**src/rtl/queen_pkg.sv**
```systemverilog
// queen_pkg: shared sizes and placement packing for the 8-Queen solver
package queen_pkg;
    localparam int STACK_DEPTH = 8;
    localparam int STACK_WIDTH = 6;
    typedef struct packed {
        logic [2:0] row;
        logic [2:0] col;
    } placement_t;
    function automatic placement_t place(input logic [2:0] row, input logic [2:0] col);
        return '{row: row, col: col};
    endfunction
endpackage

```
**src/rtl/stack.sv**
```systemverilog
// stack: LIFO backtracking store, top word always visible on out_data
module stack
    import queen_pkg::*;
#(
    parameter int DEPTH = STACK_DEPTH,
    parameter int WIDTH = STACK_WIDTH
) (
    input  logic             clk,
    input  logic             reset,
    input  logic             push,
    input  logic [WIDTH-1:0] in_data,
    input  logic             pop,
    output logic [WIDTH-1:0] out_data,
    output logic             full,
    output logic             empty
);
    localparam int AW  = $clog2(DEPTH);
    localparam int SPW = AW + 1;
    logic [WIDTH-1:0] mem [DEPTH];
    logic [SPW-1:0]   sp;
    logic [AW-1:0]    top_idx, wr_idx;
    logic             wr, inc, dec;
    always_comb begin
        full     = sp == SPW'(DEPTH);
        empty    = sp == '0;
        top_idx  = AW'(sp - SPW'(1));
        out_data = empty ? '0 : mem[top_idx];
        // push&pop on a non-empty stack overwrites the top in place
        wr       = push && (pop || !full);
        wr_idx   = (pop && !empty) ? top_idx : AW'(sp);
        inc      = push && !full && (!pop || empty);
        dec      = pop && !push && !empty;
    end
    always_ff @(posedge clk or negedge reset)
        if (!reset) begin
            sp <= '0;
            for (int i = 0; i < DEPTH; i++) mem[i] <= '0;
        end else begin
            if (wr) mem[wr_idx] <= in_data;
            sp <= inc ? sp + SPW'(1) : dec ? sp - SPW'(1) : sp;
        end
endmodule

```
**config.mk**
```make
export PLATFORM = sky130hd
export DESIGN_NAME = stack
export DESIGN_NICKNAME = d
export VERILOG_FILES = /design/src/rtl/queen_pkg.sv /design/src/rtl/stack.sv
export SDC_FILE = /design/constraint.sdc
export NUM_CORES = 1
export LEC_CHECK = 0
export CAP_MARGIN = 20
export CORE_ASPECT_RATIO = 0.7
export CORE_UTILIZATION = 45
export CTS_BUF_LIST = sky130_fd_sc_hd__clkbuf_8
export DETAILED_ROUTE_END_ITERATION = 12
export PLACE_DENSITY = 0.62
export SLEW_MARGIN = 5
export SYNTH_ARGS = -nofsm -noshare
export SYNTH_HDL_FRONTEND = slang
export SYNTH_SLANG_ARGS = --single-unit
```
**constraint.sdc**
```tcl
create_clock -name clk -period 7.76 [get_ports clk]
set_input_delay 0.776 -clock clk [delete_from_list [all_inputs] [get_ports clk]]
set_output_delay 0.776 -clock clk [all_outputs]
set_load 0.01 [all_outputs]
```
# Word-level counts from Yosys, hierarchy flattened
# Cells that the tools add are included.
# op_classes
bitwise,2
add_sub_neg,2
muxes,10
magnitude_cmp,3
eq_ne,1
n_reduce_logical,15
# op_table
operator,count
48-bit bitwise mux,1
6-bit two-way mux,4
6-bit binary-select mux with 3-bit select,1
6-bit demux with 3-bit select,1
"4-bit >= comparator, second input constant",2
4-bit two-way mux,2
3-bit NOT with 4-bit output,2
1-bit logical AND,7
"4-bit by 1-bit adder with 4-bit output, second input constant",1
"4-bit equality test, second input constant",1
1-bit zero test,4
4-bit zero test,1
"4-bit by 1-bit < comparator with 1-bit output, second input constant",1
"4-bit by 1-bit subtractor with 4-bit output, second input constant",1
3-bit two-way mux,1
1-bit logical OR,2
2-bit nonzero test,1
# word_totals
in_bits,10
regBits,52

# Longest topological paths before layout
# logic_depth
depth_word,10
mapped_depth,9
ltp_nobuf,6

# Worst setup path before layout
# Ideal clock, no wire load.
# synth_timing
path_kind,reg2out
startpoint,register sp[0]
endpoint,output out_data[3]
slack_ns,4.675
arrival_time_ns,2.309
stages_incl_launch_ff,10
n_path_buf,4
t_required_ns,6.984
path_cell_list,dfrtp_1 > buf_6 > buf_2 > inv_1 > ha_1 > clkbuf_1 > clkbuf_1 > mux4_2 > mux2i_1 > nor2_1
# synth_between
elab_chain_len,6
elab_cells_between_ends,7
# synth_lines
item,line_no,text
start: declaration,stack.sv:20,logic [SPW-1:0] sp;
start signal: assignment,stack.sv:40,sp <= inc ? sp + SPW'(1) : dec ? sp - SPW'(1) : sp;
4-bit by 1-bit subtractor with 4-bit output,--,
via top_idx[0],stack.sv:21,"logic [AW-1:0] top_idx, wr_idx;"
3-bit NOT with 4-bit output (implied by the code),stack.sv:27,out_data = empty ? '0 : mem[top_idx];
6-bit binary-select mux with 3-bit select,stack.sv:27,
6-bit two-way mux (implied by the code) (2 in series),stack.sv:27,
6-bit two-way mux,stack.sv:27,
end: declaration,stack.sv:13,"output logic [WIDTH-1:0] out_data,"
# The timed path passes the listed nets, and every way through them passes these cells. The select of a mux whose other input is x is not followed.

# Worst setup path after layout
# layout_timing
startpoint,register sp[0]
endpoint,output out_data[1]
# Same word-level chain as after synthesis.

==> metrics.md <==
| Metric | Value |
|---|---|
| Pleak | `1.30 nW` |
| Worst VDD drop | `0.146 mV` |
| Ratio of cells with drive above 1 in the final layout | `40.6%` |
| Initial Util | `47.6%` |
| Clock group share of total power | `12.2%` |
| Slowest stage cell, crit path | `dfrtp_1` |
| Max FO, Critical Path | `20` |
| Seq pwr share | `35.1%` |
| Fin nets | `220` |
| Final core utilization | `53.1%` |
| I/O Pins | `18` |
| Total CTS buffers | `5` |
| Detail Route Antenna Nets | `0` |
| Clock transition at path regs | `90 ps` |
| H-tree depth | `2` |
| Maxcap violations | `0` |
| Pre-antenna DRT Iters | `4` |
| FF+latch count, synth | `52` |
| Crit Path Class | `register to output port` |
| R2r setup slk | `4240 ps` |
| Synthesized instance count | `191` |
| Final Hold Vio Count | `0` |
| FMAX | `230 MHz` |
| Netlist cell types | `35` |
| CTS tree | `done` |
| Worst Skew | `6.02 ps` |
| Power per Cell Area | `476 nW/µm²` |
| Status | `complete, no violations` |
| DRC Markers | `0` |
| Vias in the first global route | `1,632` |
| Setup violations, final | `0` |
| GRT Total Usage | `19.6%` |
| Min cycle time layout | `4350 ps` |
| Post-CTS sizing | `0` |
| Final setup TNS | `0 ps` |
| Post-Syn Area | `2770 µm²` |
| Mean number of vias per cell | `5.85` |
| Core Box Area | `5810 µm²` |
| Final Cell Area | `3080 µm²` |
| Fill cells | `484` |
| ANT cells | `0` |
| CTS hold repair buffers | `0` |
| GP Congestion | `0.785` |
| Seq/Total Area, Yosys | `47.0%` |
| RSZ-0062 raised after global routing | `false` |
| Final Max Tran Viols | `0` |
| Int Pwr | `0.000957 W` |
| Via count | `1,651` |
| Period utilisation layout | `56.1%` |
| Placed inst area | `2990 µm²` |
| Sw Share | `34.8%` |
| Worst path max stage delay | `1010 ps` |
| Routed len/inst | `19.9 µm` |
| Actual slew at the worst max-slew pin | `1000 ps` |
| Critical Path AT | `3570 ps` |
| Final WL | `5.61 mm` |
| Initial antenna violation count | `0` |
| # Post-CTS Setup Buffers | `0` |
| I/O Buffers | `17` |
| Cell Rows | `23` |
| Power, Total | `0.00147 W` |
| Detail Placement HPWL | `3.81 mm` |
| Yosys warns | `0` |
| Worst setup SP type | `register` |
| Synth Area per Inst | `14.5 µm²` |
| Clk sink count | `52` |
| Die height | `67.6 µm` |
| Worst path required time | `6980 ps` |
| First-pass GRT wire length | `8.98 mm` |
| Net Count, Synth | `203` |
| Largest net degree at the start of global routing | `53` |
| Iteration-0 DRC Markers | `73` |
| Grt ovf | `0` |
| Critical Path, Cell by Cell | `inv_1 -> ha_1 -> mux4_2 -> mux2i_1 -> nor2_1 -> clkdlybuf4s50_1` |
| Die area | `6480 µm²` |
| HP Class | `register to register` |
| CP endpoint kind | `output port` |
| Area Overhead vs Synth | `11.4%` |
| Clock Latency Late Sink | `300 ps` |
| Comb pwr share | `52.7%` |
| Die width | `95.8 µm` |
| Clock Path Buffers | `2` |
| Slew headroom | `33.3%` |
| NetSw | `0.000510 W` |
| Worst hold margin | `508 ps` |
| Root Buffer | `clkbuf_8` |
## registers in the layout, indices dropped and copies added, names as in the netlist
register,cells
sp,4
mem,48
## cell usage in the layout (no fill, tap or decap), types with 4 or more instances in the layout
cell              n
dfrtp_1          52
mux2_2           42
clkdlybuf4s50_1  16
mux4_2           12
mux2i_1           7
nor2_1            7
mux2_4            6
inv_1             5
or3_1             5
clkbuf_8          5
a22oi_4           4
o22ai_2           4
## per-stage QoR
stage          cells  worst slack, ps
2_1_floorplan    191             4670
3_3_place_gp     276             3790
3_5_place_dp     276             3730
4_1_cts          282             3380
5_1_grt          282             3170
6_report         282             3410
## final cells by class
| type | instances | area [µm²] | area share (%) |
|---|---|---|---|
| multi-input combinational | 126 | 1400 | 45.4 |
| sequential | 52 | 1300 | 42.2 |
| timing repair buffer | 18 | 173 | 5.60 |
| tap | 75 | 93.8 | 3.04 |
| clock buffer | 5 | 68.8 | 2.23 |
| clock inverter | 1 | 30.0 | 0.974 |
| inverter | 5 | 18.8 | 0.609 |
## power by group through the flow
stage / sequential (W) / clock, W / combinational, W
after floorplan: 0.000463 / 0 / 0.000594
after global placement: 0.000513 / 0 / 0.000765
after detailed placement: 0.000520 / 0 / 0.000779
after CTS: 0.000513 / 0.000184 / 0.000782
after global routing: 0.000536 / 0.000192 / 0.000829
final: 0.000515 / 0.000179 / 0.000773
## cells in the mapped netlist
cell type	count	area share [%]
a211o_1	3	0.95
a211oi_2	2	0.90
a21bo_2	1	0.36
a21boi_0	1	0.27
a21boi_1	1	0.27
a21oi_1	1	0.18
a22oi_4	4	3.1
a2bb2oi_1	1	0.32
a31o_2	1	0.32
and3b_1	2	0.63
buf_2	4	0.72
buf_6	2	0.81
clkbuf_1	2	0.27
dfrtp_1	52	47
ha_1	2	0.90
inv_1	5	0.68
mux2_2	42	17
mux2_4	6	3.3
mux2i_1	7	2.5
mux4_2	12	9.8
nand2_1	3	0.41
nand2b_1	3	0.68
nand3_1	3	0.54
nand3b_1	2	0.54
nor2_1	7	0.95
nor3_1	3	0.54
nor3b_2	1	0.45
o21ai_1	1	0.18
o21ba_2	1	0.36
o22ai_1	1	0.23
o22ai_2	4	1.8
or3_1	5	1.1
or3b_2	2	0.63
xnor2_1	2	0.63
xor2_1	2	0.63
## worst paths after layout
path	startpoint	end	depth (start not counted)
min in group asynchronous	reset	mem[45]	2
setup reg to reg	sp[0]	mem[5]	6
hold / removal	mem[7]	mem[7]	1
max in group asynchronous	reset	mem[26]	2
hold reg to reg	mem[7]	mem[7]	1
setup / recovery	sp[0]	out_data[1]	6
## per-layer routing
layer,share of wire (%),GRT usage (%),wire (µm)
met1,51,28.1,2830
met2,46,30.1,2580
met3,2.5,4.17,140
met4,0.89,5.60,50
met5,0,0,0
## worst max-delay path, delay by kind of cell (launching register included)
family | cells | cell delay [ps]
mux | 2 | 610
buf+inv | 2 | 690
flops | 1 | 1010
fa+ha+maj | 1 | 880
simple gates | 1 | 80
## cell families after synthesis
kind of cell,Yosys count,share of synthesized area [%]
flip-flops,52,47.0
XOR/XNOR,4,1.27
multiplexers,67,32.6
AND/OR/NAND/NOR,31,6.51
AO/OA/AOI/OAI,22,9.22
adder cells (fa/ha/maj),2,0.904
buffers and inverters,13,2.49
(Power assumes the default switching activity.)
